===== config.mk =====
export PLATFORM = sky130hd
export DESIGN_NAME = rvvi_flow_ctrl_flat
export DESIGN_NICKNAME = d
export VERILOG_FILES = /design/src/rtl/rvvi_flow_ctrl_pkg.sv /design/src/rtl/rvvi_flow_ctrl_if.sv /design/src/rtl/rvvi_flow_ctrl_gap.sv /design/src/rtl/rvvi_flow_ctrl.sv /design/src/flat_wrapper.sv
export SDC_FILE = /design/constraint.sdc
export NUM_CORES = 1
export LEC_CHECK = 0
export CORE_ASPECT_RATIO = 1.2
export CORE_MARGIN = 3
export CORE_UTILIZATION = 40
export CTS_CLUSTER_SIZE = 14
export DETAILED_ROUTE_END_ITERATION = 10
export GPL_ROUTABILITY_DRIVEN = 0
export MAX_ROUTING_LAYER = met4
export SLEW_MARGIN = 5
export SYNTH_ARGS = -nofsm -noshare
export SYNTH_HDL_FRONTEND = slang
export SYNTH_SLANG_ARGS = --single-unit
export TNS_END_PERCENT = 30

===== constraint.sdc =====
create_clock -name clk -period 5.1 [get_ports clk]
set_input_delay 1.02 -clock clk [delete_from_list [all_inputs] [get_ports clk]]
set_output_delay 1.02 -clock clk [all_outputs]
set_load 0.02 [all_outputs]

===== src/rtl/rvvi_flow_ctrl_pkg.sv =====
// Shared types for the RVVI trace-link transmit flow controller.
// Holds the core configuration subset, the controller FSM encoding and a small arithmetic helper.
package rvvi_flow_ctrl_pkg;

    // Only XLEN of the full core configuration matters to the flow controller.
    typedef struct packed {
        logic [31:0] XLEN;
    } cvw_t;

    localparam cvw_t CVW_DEFAULT = '{XLEN: 32'd32};

    // Exported so packetizer-side monitors can decode the controller state.
    typedef enum logic [1:0] {
        IDLE = 2'd0,
        SEND = 2'd1,
        GAP  = 2'd2
    } rvvi_flow_state_t;

    localparam int GAP_CNT_W = 32;

    // Unsigned add that clips at max_val instead of wrapping.
    function automatic logic [31:0] sat_add(
        input logic [31:0] a,
        input logic [31:0] b,
        input logic [31:0] max_val
    );
        logic [32:0] sum;
        sum = {1'b0, a} + {1'b0, b};
        if (sum > {1'b0, max_val}) begin
            sat_add = max_val;
        end else begin
            sat_add = sum[31:0];
        end
    endfunction

endpackage


===== src/rtl/rvvi_flow_ctrl_if.sv =====
// Bundle of host-ack, core and packetizer signals seen by the flow controller.
// The master side is the surrounding system; the slave side is the controller.
interface rvvi_flow_ctrl_if #(
    parameter int XLEN = 32,
    parameter int FCW  = 16
);

    logic            HostValid;
    logic [XLEN-1:0] HostMinstr;
    logic [31:0]     HostDelay;
    logic [FCW-1:0]  HostFrameCount;
    logic [XLEN-1:0] LocalMinstr;
    logic            TxReq;
    logic            TxDone;
    logic            TxGrant;
    logic            Stall;
    logic [XLEN-1:0] AckedMinstr;
    logic [FCW-1:0]  DropCount;
    logic            HostTimeout;

    modport master (
        output HostValid,
        output HostMinstr,
        output HostDelay,
        output HostFrameCount,
        output LocalMinstr,
        output TxReq,
        output TxDone,
        input  TxGrant,
        input  Stall,
        input  AckedMinstr,
        input  DropCount,
        input  HostTimeout
    );

    modport slave (
        input  HostValid,
        input  HostMinstr,
        input  HostDelay,
        input  HostFrameCount,
        input  LocalMinstr,
        input  TxReq,
        input  TxDone,
        output TxGrant,
        output Stall,
        output AckedMinstr,
        output DropCount,
        output HostTimeout
    );

endinterface


===== src/rtl/rvvi_flow_ctrl_gap.sv =====
// Loadable 32-bit down-counter timing the inter-packet gap.
// Flags are registered from the next count so they line up with the count itself.
module rvvi_gap_timer
    import rvvi_flow_ctrl_pkg::*;
(
    input  logic                 clk,
    input  logic                 resetn,
    input  logic                 i_load,
    input  logic [GAP_CNT_W-1:0] i_load_val,
    input  logic                 i_en,
    output logic                 o_zero,
    output logic                 o_one
);

    logic [GAP_CNT_W-1:0] r_count;
    logic [GAP_CNT_W-1:0] w_count_next;
    logic                 r_zero;
    logic                 r_one;

    // Next count: load wins over decrement, and the counter parks at zero.
    always_comb begin
        w_count_next = r_count;
        if (i_load) begin
            w_count_next = i_load_val;
        end else if (i_en && (r_count != 32'd0)) begin
            w_count_next = r_count - 32'd1;
        end else begin
            w_count_next = r_count;
        end
    end

    // Count and flag registers.
    always_ff @(posedge clk or negedge resetn) begin
        if (!resetn) begin
            r_count <= 32'd0;
            r_zero  <= 1'b1;
            r_one   <= 1'b0;
        end else begin
            r_count <= w_count_next;
            r_zero  <= (w_count_next == 32'd0);
            r_one   <= (w_count_next == 32'd1);
        end
    end

    assign o_zero = r_zero;
    assign o_one  = r_one;

endmodule


===== src/rtl/rvvi_flow_ctrl.sv =====
// Transmit-side flow controller for the RVVI Ethernet trace link: grants one frame
// at a time, enforces the host-requested gap, and stalls the core on a full ack window.
module rvvi_flow_ctrl
    import rvvi_flow_ctrl_pkg::*;
#(
    parameter cvw_t        P                 = CVW_DEFAULT,
    parameter int          FRAME_COUNT_WIDTH = 16,
    parameter int          WINDOW            = 64,
    parameter logic [31:0] DEFAULT_DELAY     = 32'd0,
    parameter int          TIMEOUT_CYCLES    = 2**20
) (
    input  logic           clk,
    input  logic           resetn,
    rvvi_flow_ctrl_if.slave bus
);

    localparam int XLEN = int'(P.XLEN);
    localparam int FCW  = FRAME_COUNT_WIDTH;
    localparam int TW   = $clog2(TIMEOUT_CYCLES + 1);

    localparam logic [XLEN-1:0] WINDOW_X   = XLEN'(WINDOW);
    localparam logic [TW-1:0]   TOUT_MAX   = TW'(TIMEOUT_CYCLES);
    localparam logic [31:0]     DROP_MAX32 = 32'({FCW{1'b1}});

    rvvi_flow_state_t r_state;
    rvvi_flow_state_t w_next_state;

    logic            r_tx_grant;
    logic            r_stall;
    logic [XLEN-1:0] r_acked;
    logic [FCW-1:0]  r_drop;
    logic            r_timeout;
    logic [31:0]     r_delay;
    logic [FCW-1:0]  r_exp_frame;
    logic [TW-1:0]   r_tout_cnt;

    logic [XLEN-1:0] w_outstanding;
    logic [FCW-1:0]  w_frame_diff;
    logic            w_gap_load;
    logic            w_gap_en;
    logic            w_gap_zero;
    logic            w_gap_one;

    assign w_outstanding = bus.LocalMinstr - r_acked;
    assign w_frame_diff  = bus.HostFrameCount - r_exp_frame;
    assign w_gap_en      = (r_state == GAP);

    // The gap load samples r_delay before any same-cycle host update lands.
    rvvi_gap_timer u_gap_timer (
        .clk        (clk),
        .resetn     (resetn),
        .i_load     (w_gap_load),
        .i_load_val (r_delay),
        .i_en       (w_gap_en),
        .o_zero     (w_gap_zero),
        .o_one      (w_gap_one)
    );

    // Next-state and gap-load decode for the IDLE/SEND/GAP sequencer.
    always_comb begin
        w_next_state = r_state;
        w_gap_load   = 1'b0;
        case (r_state)
            IDLE: begin
                if (bus.TxReq && !r_stall) begin
                    w_next_state = SEND;
                end else begin
                    w_next_state = IDLE;
                end
            end
            SEND: begin
                if (!bus.TxDone) begin
                    w_next_state = SEND;
                end else if (r_delay == 32'd0) begin
                    w_next_state = IDLE;
                end else begin
                    w_next_state = GAP;
                    w_gap_load   = 1'b1;
                end
            end
            GAP: begin
                // Zero is a safety exit; normal gaps leave on the count of one.
                if (w_gap_one || w_gap_zero) begin
                    w_next_state = IDLE;
                end else begin
                    w_next_state = GAP;
                end
            end
            default: begin
                w_next_state = IDLE;
            end
        endcase
    end

    // State register plus the registered grant derived from the next state.
    always_ff @(posedge clk or negedge resetn) begin
        if (!resetn) begin
            r_state    <= IDLE;
            r_tx_grant <= 1'b0;
        end else begin
            r_state    <= w_next_state;
            r_tx_grant <= (w_next_state == SEND);
        end
    end

    // Window stall, host-ack bookkeeping, drop accounting and host-silence timer.
    always_ff @(posedge clk or negedge resetn) begin
        if (!resetn) begin
            r_stall     <= 1'b0;
            r_acked     <= '0;
            r_drop      <= '0;
            r_timeout   <= 1'b0;
            r_delay     <= DEFAULT_DELAY;
            r_exp_frame <= '0;
            r_tout_cnt  <= '0;
        end else begin
            r_stall <= (w_outstanding >= WINDOW_X);
            if (bus.HostValid) begin
                if (bus.HostMinstr > r_acked) begin
                    r_acked <= bus.HostMinstr;
                end
                r_delay <= bus.HostDelay;
                if (w_frame_diff != '0) begin
                    r_drop <= FCW'(sat_add(32'(r_drop), 32'(w_frame_diff), DROP_MAX32));
                end
                r_exp_frame <= bus.HostFrameCount + FCW'(1);
                r_tout_cnt  <= '0;
                r_timeout   <= 1'b0;
            end else begin
                if ((w_outstanding != '0) && (r_tout_cnt != TOUT_MAX)) begin
                    r_tout_cnt <= r_tout_cnt + TW'(1);
                end
                r_timeout <= (r_tout_cnt == TOUT_MAX);
            end
        end
    end

    assign bus.TxGrant     = r_tx_grant;
    assign bus.Stall       = r_stall;
    assign bus.AckedMinstr = r_acked;
    assign bus.DropCount   = r_drop;
    assign bus.HostTimeout = r_timeout;

endmodule


===== src/flat_wrapper.sv =====
// flat-port wrapper written by rule: the top's interface ports become plain ports
module rvvi_flow_ctrl_flat import rvvi_flow_ctrl_pkg::*;
#(
    parameter cvw_t        P                 = CVW_DEFAULT,
    parameter int          FRAME_COUNT_WIDTH = 16,
    parameter int          WINDOW            = 64,
    parameter logic [31:0] DEFAULT_DELAY     = 32'd0,
    parameter int          TIMEOUT_CYCLES    = 2**20
)
  (clk, resetn, bus_HostValid, bus_HostMinstr, bus_HostDelay, bus_HostFrameCount, bus_LocalMinstr, bus_TxReq, bus_TxDone, bus_TxGrant, bus_Stall, bus_AckedMinstr, bus_DropCount, bus_HostTimeout);
  rvvi_flow_ctrl_if #(.XLEN(32), .FCW(16)) bus_i ();
  input  logic clk;
  input  logic resetn;
  input wire logic [$bits(bus_i.HostValid)-1:0] bus_HostValid;
  input wire logic [$bits(bus_i.HostMinstr)-1:0] bus_HostMinstr;
  input wire logic [$bits(bus_i.HostDelay)-1:0] bus_HostDelay;
  input wire logic [$bits(bus_i.HostFrameCount)-1:0] bus_HostFrameCount;
  input wire logic [$bits(bus_i.LocalMinstr)-1:0] bus_LocalMinstr;
  input wire logic [$bits(bus_i.TxReq)-1:0] bus_TxReq;
  input wire logic [$bits(bus_i.TxDone)-1:0] bus_TxDone;
  output wire logic [$bits(bus_i.TxGrant)-1:0] bus_TxGrant;
  output wire logic [$bits(bus_i.Stall)-1:0] bus_Stall;
  output wire logic [$bits(bus_i.AckedMinstr)-1:0] bus_AckedMinstr;
  output wire logic [$bits(bus_i.DropCount)-1:0] bus_DropCount;
  output wire logic [$bits(bus_i.HostTimeout)-1:0] bus_HostTimeout;
  assign bus_i.HostValid = bus_HostValid;
  assign bus_i.HostMinstr = bus_HostMinstr;
  assign bus_i.HostDelay = bus_HostDelay;
  assign bus_i.HostFrameCount = bus_HostFrameCount;
  assign bus_i.LocalMinstr = bus_LocalMinstr;
  assign bus_i.TxReq = bus_TxReq;
  assign bus_i.TxDone = bus_TxDone;
  assign bus_TxGrant = bus_i.TxGrant;
  assign bus_Stall = bus_i.Stall;
  assign bus_AckedMinstr = bus_i.AckedMinstr;
  assign bus_DropCount = bus_i.DropCount;
  assign bus_HostTimeout = bus_i.HostTimeout;
  rvvi_flow_ctrl #(.P(P), .FRAME_COUNT_WIDTH(FRAME_COUNT_WIDTH), .WINDOW(WINDOW), .DEFAULT_DELAY(DEFAULT_DELAY), .TIMEOUT_CYCLES(TIMEOUT_CYCLES)) u_core (.clk(clk), .resetn(resetn), .bus(bus_i));
endmodule

## After elaboration in Yosys (flattened, before gate mapping)

Index checks and enable logic that the tools add are counted.
W data, S select, Z words.

| storage, ports and cells | value |
|---|---|
| register bits after elaboration | 156 |
| latch bits | 0 |
| memory bits (writable) | 0 |
| memory bits (read-only) | 0 |
| input port bits | 117 |
| output and inout bits | 51 |
| logic and storage cells | 55 |
| memories | 0 |

| operators by class | value |
|---|---|
| add/subtract/negate cells | 6 |
| multiply operators | 0 |
| divide/modulo/power cells | 0 |
| order comparisons | 3 |
| equality and inequality tests | 6 |
| shift operators | 0 |
| mux-type cells | 14 |
| bitwise gates (word level) | 0 |
| reductions and logical operators | 14 |

Operator list:

| cell | number |
|---|---|
| $logic_not A32 Y1 | 2 |
| $mux W32 | 2 |
| $reduce_bool A32 Y1 | 2 |
| $mux W21 | 2 |
| $eq A32 B1 Y1 const B | 1 |
| $ge A32 B7 Y1 const B | 1 |
| $gt A32 B32 Y1 | 1 |
| $sub A32 B1 Y32 const B | 1 |
| $sub A32 B32 Y32 | 1 |
| $add A21 B1 Y21 const B | 1 |
| $eq A21 B21 Y1 const B | 1 |
| $ne A21 B21 Y1 const B | 1 |
| $add A16 B16 Y17 | 1 |
| $gt A17 B16 Y1 const B | 1 |
| $add A16 B1 Y16 const B | 1 |
| $mux W16 | 1 |
| $reduce_bool A16 Y1 | 1 |
| $sub A16 B16 Y16 | 1 |
| $mux W2 | 3 |
| $pmux W2 S3 | 1 |
| $mux W1 | 5 |
| $eq A2 B1 Y1 const B | 2 |
| $reduce_and A2 Y1 | 2 |
| $logic_and A1 B1 Y1 | 3 |
| other kinds (5) | 5 |

## Longest topological paths before layout

Gate-level depths: netlist of the first run.

| logic depth | value |
|---|---|
| depth after elaboration | 6 |
| depth in mapped cells | 20 |
| gate-level depth less buffers | 19 |

## Modules after synthesis

Synthesis of the first run repeated with hierarchy kept, for this count alone.

| unflattened totals | value |
|---|---|
| cell total of the unflattened synthesis | 1349 |
| area total of the unflattened synthesis | 12074.1 um^2 |

By module, submodules not included:

| module | instances | cells an instance | area an instance (um^2) | sequential area each (um^2) |
|---|---|---|---|---|
| rvvi_flow_ctrl | 1 | 1072 | 9685.5 | 3052.9 |
| rvvi_gap_timer | 1 | 277 | 2388.5 | 852.1 |

## Worst setup path before layout of the first run

Ideal clock, no wire load.

| timing | value |
|---|---|
| path type | input port to flip-flop |
| start | input bus_HostFrameCount[0] |
| end | register u_core.r_drop[10], in the netlist u_core.bus.DropCount[10] |
| library setup time | 125 ps |
| arrival time | 4420 ps |
| required time | 4975 ps |
| slack | 555 ps |
| stages on the path | 19 |
| buffers on the path | 1 |
| path through | inv_1 ha_1 fa_1 nor2b_1 o21a_1 o21ai_1 nand2b_1 a21oi_1 xnor2_1 ha_1 or3_1 o21ai_0 o31a_1 o21ai_0 a21o_1 a21oi_1 clkbuf_1 nand2_1 mux2_2 |

| between the ends | value |
|---|---|
| word-level cells in the longest chain between the ends | 4 |
| elaborated cells on any way between the ends | 6 |
| those cells by class | add/sub: 2; order compare: 1; mux: 1; reduce/logical: 2 |

RTL lines:

| element | RTL line | text |
|---|---|---|
| from (decl) | flat_wrapper.sv:17 | `input wire logic [$bits(bus_i.HostFrameCount)-1:0] bus_HostFrameCount;` |
| $sub A16 B16 Y16 (*) | rvvi_flow_ctrl.sv:45 | `assign w_frame_diff = bus.HostFrameCount - r_exp_frame;` |
| $add A16 B16 Y17 | rvvi_flow_ctrl_pkg.sv:28 | `sum = {1'b0, a} + {1'b0, b};` |
| $gt A17 B16 Y1 | rvvi_flow_ctrl_pkg.sv:29 | `if (sum > {1'b0, max_val}) begin` |
| $mux W16 | rvvi_flow_ctrl_pkg.sv:29 |  |
| to (signal assigned) | rvvi_flow_ctrl.sv:124 | `r_drop <= FCW'(sat_add(32'(r_drop), 32'(w_frame_diff), DROP_MAX32));` |
| to (decl) | rvvi_flow_ctrl.sv:31 | `logic [FCW-1:0] r_drop;` |

Every way passes the cells marked *; elsewhere a longest branch is shown, timed or not.
A chain may end at the register's enable or synchronous reset.

## Final worst setup path of the first run

| timing | value |
|---|---|
| start | input bus_HostFrameCount[0] |
| end | register u_core.r_drop[13], in the netlist u_core.bus.DropCount[13] |

Same word-level chain as after synthesis.

==> results.json, run 1 <==
{
  "antenna_found_initial": 1,
  "dieArea_um2": 32600,
  "synthCells": 1394,
  "worstHoldStart": "u_core.u_gap_timer.o_one",
  "pwr-share-seq_pct": 23.1,
  "vias_per_cell": 5.55,
  "cp.required_ps": 5410,
  "rr_worst_depth": 13,
  "post-dp-hpwl_um": 25600,
  "nets": 1768,
  "grt_max_degree": 78,
  "max_freq_ghz": 0.208,
  "min_period_over_period_pct": 94.1,
  "status": "finished, final reports clean",
  "cts_setup_buffers": 0,
  "synth_cell_types": 78,
  "final_hold_viol_count": 0,
  "criticalPathCategory": "in2reg",
  "tightest_slew_ps": 781,
  "met3WireLength_um": 1200,
  "finalMaxSlewViolations": 0,
  "dr_wl_met2_um": 16700,
  "r2r_end": "u_core.r_tout_cnt[19]",
  "wl_um": 32800,
  "hold_buffers": 0,
  "clk_latency_ps": 430,
  "clock_path_buffers": 2,
  "gr-usage-all-layers_pct": 20.7,
  "wl_per_cell_um": 16.8,
  "cp-end-kind": "flop",
  "firstDrtPassIters": 5,
  "powerDensity_nw_per_um2": 477,
  "design_area_um2": 14900,
  "initial_core_util_pct": 40.8,
  "finClkSkew_ps": 14.2,
  "cts_tree": "built",
  "via_count": 10800,
  "avgSynthCellArea_um2": 8.75,
  "ir_drop_uv": 270,
  "postPlaceCellArea_um2": 14300,
  "synth-seq-cells": 156,
  "seq_area_frac_synth_pct": 32.0,
  "pwr-share-comb_pct": 59.3,
  "synth_top_cell_area_share_pct": 31.8,
  "wl_met1_um": 13900,
  "power_uw": 7100,
  "dieWidth_um": 165,
  "cp_max_fo": 15,
  "areaGrowthSynthToFinish_pct": 22.0,
  "io_buffers": 167,
  "synth_most_common_cell": "dfrtp_1",
  "async_flop_share_pct": 100,
  "postCtsResizedCells": 0,
  "grt_pass1_wl_um": 53000,
  "overflow": 0,
  "min_to": "u_core.r_state[1]",
  "regToRegSetupSlack_ps": 1090,
  "rows": 69,
  "ys_warn_count": 0,
  "drive_gt1_share_pct": 10.1,
  "worstPathArrival_ps": 5110,
  "yosys-top-cells-count": "dfrtp_1 (155), nor2_1 (136), a21oi_1 (123)",
  "hp-class": "reg2reg",
  "cts.clk_slew.worst_paths_ps": 60,
  "switchingPower_uw": 3120,
  "syn_nets": 1615,
  "crit_path_start_kind": "input pin",
  "synth_area_leader_cell": "dfrtp_1",
  "syn_area_um2": 12200,
  "io_pins": 168,
  "core_um2": 29900,
  "synth_edf_count": 0,
  "maxCapViolCount": 0,
  "post-route-drc-count": 0,
  "setup_viol": 0,
  "relSlewSlack_pct": 47.9,
  "p_clk_share_pct": 17.5,
  "rsz0062_at_grt": "no",
  "p_int_uw": 3980,
  "synth_ff_type": "dfrtp_1",
  "cts-htree-levels": 4,
  "maxUsedRoutingLayer": "met4",
  "clkSinkCount": 156,
  "leakage_uw": 0.00615,
  "worstReg2RegStart": "u_core.bus.AckedMinstr[0]",
  "netlist_top_cells_area": "dfrtp_1 (32%), ha_1 (10%), mux2_2 (7.4%), a21oi_1 (5.0%), nor2_1 (4.2%)",
  "layout_min_cycle_time_ps": 4800,
  "cts-root-buf": "clkbuf_16",
  "hold_depth": 1,
  "drt_iter0_drc": 677,
  "grt_pass1_vias": 10800,
  "swShare_pct": 43.9,
  "numCtsBuffers": 17,
  "die_h_um": 197,
  "ant_nets": 0
}
## sequential cells by signal, summed over array words and instances, names as in the netlist
signal / cells
u_core.bus.AckedMinstr: 32
u_core.u_gap_timer.o_zero: 1
u_core.r_state: 2
u_core.bus.DropCount: 16
u_core.r_exp_frame: 16
u_core.r_delay: 32
u_core.r_tout_cnt: 21
u_core.bus.Stall: 1
u_core.bus.HostTimeout: 1
u_core.u_gap_timer.r_count: 32
u_core.bus.TxGrant: 1
u_core.u_gap_timer.o_one: 1
## final cells by class
class                           instances  area, um2
Antenna cell                            1       2.50
Clock buffer                           17        425
Clock inverter                         14        135
Fill cell                            2918      15000
Inverter                               76        285
Multi-Input combinational cell       1106       7780
Sequential cell                       156       3910
Tap cell                              390        488
Timing Repair Buffer                  190       1860
## power groups by stage
| stage | Combinational (uW) | Sequential [uW] | Clock, uW |
|---|---|---|---|
| 3_5_place_dp | 4180 | 1670 | 0 |
| 5_1_grt | 4650 | 1680 | 1340 |
| 3_3_place_gp | 4130 | 1660 | 0 |
| 2_1_floorplan | 2700 | 1840 | 0 |
| 4_1_cts | 4200 | 1650 | 1290 |
| 6_report | 4210 | 1640 | 1250 |
## cell families (layout without fill, tap and decap cells)
group | Yosys count | in the layout | share of synthesized area [%]
muxes | 93 | 93 | 8.48
AOI/OAI and AO/OA | 328 | 328 | 17.4
xor gates and xnor gates | 81 | 81 | 5.81
other | 0 | 1 | 0
buffers and inverters | 132 | 297 | 4.31
DFF | 156 | 156 | 32.0
adders and majority gates | 104 | 104 | 10.8
and+or+nand+nor | 500 | 500 | 21.2
## cell usage in the layout (no fill, tap or decap), types with 5 or more instances in the layout
cell type,count
nand3b_1,11
nand3_1,45
o21a_1,19
dfrtp_1,155
inv_1,76
ha_1,101
nand2b_1,15
o22ai_1,6
xor2_1,25
or3_1,15
and2_1,6
o2111ai_1,7
xnor2_1,56
nor3_1,41
mux2i_1,10
a31oi_1,12
clkdlybuf4s50_1,165
a21oi_1,123
a21o_1,33
o31a_1,5
o211ai_1,6
and3_1,12
o21ai_0,33
nor3b_1,7
nand4_1,31
inv_6,5
or4_1,7
o41ai_1,5
nor2b_1,16
nor2_1,136
a311oi_1,7
nand2_1,95
nor4_1,27
and4_1,6
buf_4,23
mux2_2,80
a211oi_1,7
o21ai_1,25
clkbuf_16,17
or2_2,8
## layer usage
layer,vias to the layer above,track usage (%)
met4,0,7.24
met5,-,-
met1,5101,24.0
met3,70,3.27
li1,5385,-
met2,271,36.0
## through the flow
step           util [%]  hold WS, ps  cells  setup WS, ps  setup TNS, ps
3_3_place_gp       47.9          427   1918          37.8              0
5_1_grt            49.8          468   1950          39.4              0
2_1_floorplan         -          407   1394           555              0
3_5_place_dp       47.9          425   1918         -89.2           -192
4_1_cts            49.8          433   1949           357              0
6_report           49.8          438   1950           300              0
## critical path, stage by stage
cell	delay [ps]
clkdlybuf4s50_1	550
inv_1	80
ha_1	230
fa_1	400
nor2b_1	130
o21a_1	140
o21ai_1	100
a21oi_1	230
a31oi_1	130
xnor2_1	220
ha_1	310
nand2_1	110
o21ai_0	100
inv_1	60
o31a_1	200
o21ai_0	130
a21o_1	170
a21oi_1	150
buf_4	230
o21ai_0	110
mux2_1	300
## worst max path at each step
stage / slack, ps / startpoint / endpoint / depth (start not counted)
2_1_floorplan: 560 / bus_HostFrameCount[0] / u_core.bus.DropCount[10] / 19
3_3_place_gp: 40 / bus_LocalMinstr[0] / u_core.r_tout_cnt[7] / 15
3_5_place_dp: -90 / bus_HostFrameCount[0] / u_core.bus.DropCount[13] / 21
4_1_cts: 360 / bus_HostFrameCount[0] / u_core.bus.DropCount[13] / 21
5_1_grt: 40 / bus_HostFrameCount[0] / u_core.bus.DropCount[13] / 21
6_report: 300 / bus_HostFrameCount[0] / u_core.bus.DropCount[13] / 21
(Power assumes the default switching activity.)
==> inputs of run 2 (changes only) <==
--- a/config.mk
+++ b/config.mk
@@ -7,11 +7,11 @@
 export LEC_CHECK = 0
 export CORE_ASPECT_RATIO = 1.2
 export CORE_MARGIN = 3
-export CORE_UTILIZATION = 40
+export CORE_UTILIZATION = 56
 export CTS_CLUSTER_SIZE = 14
 export DETAILED_ROUTE_END_ITERATION = 10
-export GPL_ROUTABILITY_DRIVEN = 0
 export MAX_ROUTING_LAYER = met4
+export PLACE_DENSITY = 0.81
 export SLEW_MARGIN = 5
 export SYNTH_ARGS = -nofsm -noshare
 export SYNTH_HDL_FRONTEND = slang
==> results.json, run 2 (synthesized netlist as in run 1, its figures left out) <==
{
  "status": "finished, final reports clean",
  "cts-root-buf": "clkbuf_16",
  "wl_um": 33100,
  "grt_pass1_wl_um": 54800,
  "post-route-drc-count": 0,
  "via_count": 11300,
  "maxCapViolCount": 0,
  "areaGrowthSynthToFinish_pct": 21.1,
  "layout_min_cycle_time_ps": 4750,
  "wl_per_cell_um": 18.1,
  "postCtsResizedCells": 0,
  "antenna_found_initial": 0,
  "crit_path_start_kind": "input pin",
  "cp_max_fo": 9,
  "layout_commonest_cell": "clkdlybuf4s50_1",
  "cp.required_ps": 5420,
  "io_buffers": 167,
  "cts-htree-levels": 4,
  "hold_ws_ps": 487,
  "powerDensity_nw_per_um2": 491,
  "min_period_over_period_pct": 93.2,
  "vias_per_cell": 6.16,
  "io_pins": 168,
  "ir_drop_uv": 373,
  "switchingPower_uw": 3170,
  "tightest_slew_ps": 945,
  "grt_max_degree": 101,
  "final_hold_viol_count": 0,
  "hp-class": "reg2reg",
  "finClkSkew_ps": 15.2,
  "worstPathArrival_ps": 5070,
  "p_clk_share_pct": 18.2,
  "initial_core_util_pct": 57.6,
  "clk_latency_ps": 430,
  "pwr-share-seq_pct": 22.6,
  "dp_cells": 1799,
  "met3WireLength_um": 1590,
  "dieArea_um2": 23600,
  "rsz0062_at_grt": "no",
  "hold_buffers": 0,
  "gr-usage-all-layers_pct": 28.9,
  "max_freq_ghz": 0.210,
  "finalMaxSlewViolations": 0,
  "relSlewSlack_pct": 37.0,
  "clkSinkCount": 156,
  "die_h_um": 168,
  "wl_met1_um": 13300,
  "routabilityCongestion": 0.993,
  "leakage_uw": 0.00617,
  "dieWidth_um": 141,
  "grt_pass1_vias": 11200,
  "layout_common_cells": "clkdlybuf4s50_1 (165), dfrtp_1 (155), nor2_1 (136), a21oi_1 (123), ha_1 (101)",
  "pwr-share-comb_pct": 59.1,
  "clock_path_buffers": 2,
  "drt_iter0_drc": 826,
  "dr_wl_met2_um": 17200,
  "criticalPathCategory": "in2reg",
  "antenna_cells": 0,
  "numCtsBuffers": 17,
  "cp-end-kind": "flop",
  "cts.clk_slew.worst_paths_ps": 70,
  "overflow": 0,
  "ant_nets": 0,
  "fillerInstances": 1677,
  "maxUsedRoutingLayer": "met4",
  "setup_viol": 0,
  "firstDrtPassIters": 5,
  "postPlaceCellArea_um2": 14200,
  "design_area_um2": 14800,
  "rows": 58,
  "tns_ps": 0,
  "core_um2": 21200,
  "swShare_pct": 43.6,
  "stdcell_count": 1831,
  "nets": 1769,
  "cts_tree": "built",
  "p_int_uw": 4100,
  "drive_gt1_share_pct": 10.2,
  "cts_setup_buffers": 0,
  "post-dp-hpwl_um": 25600
}
==> run 2: stage by stage <==
step | power (uW) | utilization (%) | worst slack [ps]
after global routing | 7790 | 69.8 | 55.5
after CTS | 7240 | 69.8 | 372
after global placement | 5810 | 66.9 | 67.5
after floorplan | 4550 | - | 555
final | 7260 | 69.8 | 349
after detailed placement | 5890 | 66.9 | -36.0
==> run 2: final cells by class <==
type	instances	area, um2	area share (%)
Sequential cell	156	3910	26.4
Tap cell	270	338	2.29
Clock inverter	13	154	1.04
Inverter	76	285	1.93
Timing Repair Buffer	191	1860	12.6
Clock buffer	19	453	3.06
Multi-Input combinational cell	1106	7780	52.7
==> run 2: final timing paths <==
kind                                       startpoint                         to  slack, ps  cells past startpoint
min in group asynchronous                      resetn    u_core.bus.DropCount[9]        670                      1
min reg2reg                  u_core.u_gap_timer.o_one          u_core.r_state[1]        490                      1
max reg2reg                u_core.bus.AckedMinstr[16]       u_core.r_tout_cnt[4]       1170                     12
min                          u_core.u_gap_timer.o_one          u_core.r_state[1]        490                      1
max in group asynchronous                      resetn  u_core.u_gap_timer.o_zero       3360                      2
max                             bus_HostFrameCount[0]   u_core.bus.DropCount[13]        350                     20
==> run 2: critical path, cell delays in order <==
cell	delay, ps
clkdlybuf4s50_1	530
inv_1	80
ha_1	230
fa_1	410
nor2b_1	130
o21a_1	140
o21ai_1	120
nand2b_1	110
a21oi_1	80
xnor2_1	160
ha_1	230
or3_1	340
o21ai_0	240
o31a_1	240
o21ai_0	120
a21o_1	170
a21oi_1	170
buf_4	190
o21ai_0	80
mux2_1	280
==> run 2: metal layers <==
layer	vias up	track usage, %
met2	387	51.0
met4	0	9.61
met1	5413	34.1
met5	-	-
li1	5391	-
met3	90	3.77
==> run 2: power groups by stage <==
stage | logic, uW | registers (uW) | clock network (uW)
after global routing | 4720 | 1670 | 1390
after global placement | 4150 | 1660 | 0
after floorplan | 2700 | 1840 | 0
after CTS | 4250 | 1640 | 1340
after detailed placement | 4230 | 1670 | 0
final | 4290 | 1640 | 1320
==> inputs of run 3 (changes only) <==
--- a/config.mk
+++ b/config.mk
@@ -5,7 +5,6 @@
 export SDC_FILE = /design/constraint.sdc
 export NUM_CORES = 1
 export LEC_CHECK = 0
-export CORE_ASPECT_RATIO = 1.2
 export CORE_MARGIN = 3
 export CORE_UTILIZATION = 56
 export CTS_CLUSTER_SIZE = 14
==> results.json, run 3 (synthesized netlist as in run 1, its figures left out) <==
{
  "status": "finished, final reports clean",
  "crit_path_start_kind": "input pin",
  "io_buffers": 167,
  "cp-end-kind": "flop",
  "cp_max_fo": 15,
  "routabilityCongestion": 0.972,
  "layout_min_cycle_time_ps": 4720,
  "drt_iter0_drc": 803,
  "numCtsBuffers": 17,
  "hold_buffers": 0,
  "maxCapViolCount": 0,
  "grt_max_degree": 73,
  "drive_gt1_share_pct": 9.96,
  "vias_per_cell": 6.00,
  "io_pins": 168,
  "leakage_uw": 0.00618,
  "areaGrowthSynthToFinish_pct": 21.3,
  "clk_latency_ps": 430,
  "die_h_um": 154,
  "wl_per_cell_um": 16.9,
  "overflow": 0,
  "dieArea_um2": 23600,
  "wl_um": 31000,
  "layout_common_cells": "clkdlybuf4s50_1 (165), dfrtp_1 (155), nor2_1 (136), a21oi_1 (123), ha_1 (101)",
  "cts.clk_slew.worst_paths_ps": 70,
  "final_util_pct": 69.7,
  "rsz0062_at_grt": "no",
  "cpMaxStageDelayCell": "clkdlybuf4s50_1",
  "relSlewSlack_pct": 45.9,
  "post-dp-hpwl_um": 24000,
  "antenna_cells": 0,
  "rows": 53,
  "cts-root-buf": "clkbuf_16",
  "pre_cts_slack_ps": -8.22,
  "design_area_um2": 14800,
  "criticalPathCategory": "in2reg",
  "via_count": 11000,
  "worst_slack_ps": 383,
  "tightest_slew_ps": 812,
  "finalMaxSlewViolations": 0,
  "crit_path_frequent_cell": "o21ai_0",
  "cts-htree-levels": 4,
  "grt_pass1_vias": 10800,
  "hp-class": "reg2reg",
  "grt_pass1_wl_um": 51400,
  "clkSinkCount": 156,
  "cts_setup_buffers": 0,
  "worstPathArrival_ps": 5040,
  "postPlaceCellArea_um2": 14200,
  "setup_viol": 0,
  "min_period_over_period_pct": 92.5,
  "postCtsResizedCells": 0,
  "final_hold_viol_count": 0,
  "clock_path_buffers": 2,
  "critical_path.max_stage_delay_ps": 480,
  "finClkSkew_ps": 13.7,
  "cts_tree": "built",
  "cp.required_ps": 5420,
  "core_um2": 21200,
  "powerDensity_nw_per_um2": 484,
  "dieWidth_um": 154,
  "post-route-drc-count": 0,
  "ir_drop_uv": 334,
  "power_uw": 7160,
  "max_freq_ghz": 0.212,
  "nets": 1765,
  "firstDrtPassIters": 6,
  "ant_nets": 0,
  "worstPathCellList": "clkdlybuf4s50_1, inv_1, ha_1, fa_1, nor2b_1, o21a_1, o21ai_1, nand2b_1, a21oi_1, xnor2_1, ha_1, or3_1, o21ai_0, buf_4, o31a_1, o21ai_0, a21o_1, a21oi_1, buf_4, o21ai_0, mux2_1",
  "gr-usage-all-layers_pct": 26.7,
  "antenna_found_initial": 0,
  "layout_commonest_cell": "clkdlybuf4s50_1",
  "initial_core_util_pct": 57.5
}
[run 3: cell count changes in the layout (fill, tap and decap cells not counted), sizes merged]
| cell | before | now |
|---|---|---|
| buf | 26 | 22 |
| clkbuf | 19 | 17 |
| clkinvlp | 4 | 0 |
| inv | 80 | 84 |
| clkinv | 3 | 5 |
[run 3: metal layers]
metal | vias up | part of all wire, % | GRT usage (%) | routed length [um]
met4 | 0 | 3.1 | 9.21 | 948
li1 | 5376 | - | - | -
met3 | 62 | 4.9 | 4.73 | 1510
met1 | 5220 | 44 | 33.5 | 13600
met5 | - | 0 | - | 0
met2 | 327 | 48 | 43.9 | 14900
[run 3: critical path: cells and delay by family]
family	cells	cell delay, ps
and+or+nand+nor	3	590
buffers and inverters	4	900
xor gates and xnor gates	1	140
adders and majority gates	3	850
AOI/OAI and AO/OA	9	1240
muxes	1	280
[run 3: through the flow]
step / instances / setup TNS, ps / hold slack (ps)
final: 1832 / 0 / 429
after global routing: 1832 / 0 / 460
after CTS: 1832 / 0 / 437
after detailed placement: 1800 / -8.22 / 428
after global placement: 1800 / 0 / 420
after floorplan: 1394 / 0 / 407
[run 3: cell type report]
cell class                 instances  area, um2
clock buffer                      17        425
clock inverter                    15        198
fill                            1704       6420
inverter                          76        285
multi-input combinational       1106       7780
sequential                       156       3910
tap                              275        344
timing repair buffer             187       1860
[run 3: worst paths after layout]
| path | from | slack (ps) | depth (start not counted) | endpoint |
|---|---|---|---|---|
| setup / recovery | bus_HostFrameCount[0] | 380 | 21 | u_core.bus.DropCount[13] |
| hold / removal | u_core.u_gap_timer.o_one | 430 | 1 | u_core.r_state[1] |
| setup reg to reg | u_core.bus.AckedMinstr[0] | 1110 | 13 | u_core.r_tout_cnt[1] |
| hold reg to reg | u_core.u_gap_timer.o_one | 430 | 1 | u_core.r_state[1] |
| max in group asynchronous | resetn | 3460 | 2 | u_core.u_gap_timer.o_zero |
| min in group asynchronous | resetn | 580 | 1 | u_core.bus.DropCount[15] |
[run 3: power breakdown]
| part | switching [uW] | internal, uW | leakage (uW) | total (uW) |
|---|---|---|---|---|
| logic | 2320 | 1860 | 0.00411 | 4180 |
| registers | 178 | 1460 | 0.00176 | 1640 |
| clock network | 596 | 750 | 0.000306 | 1350 |
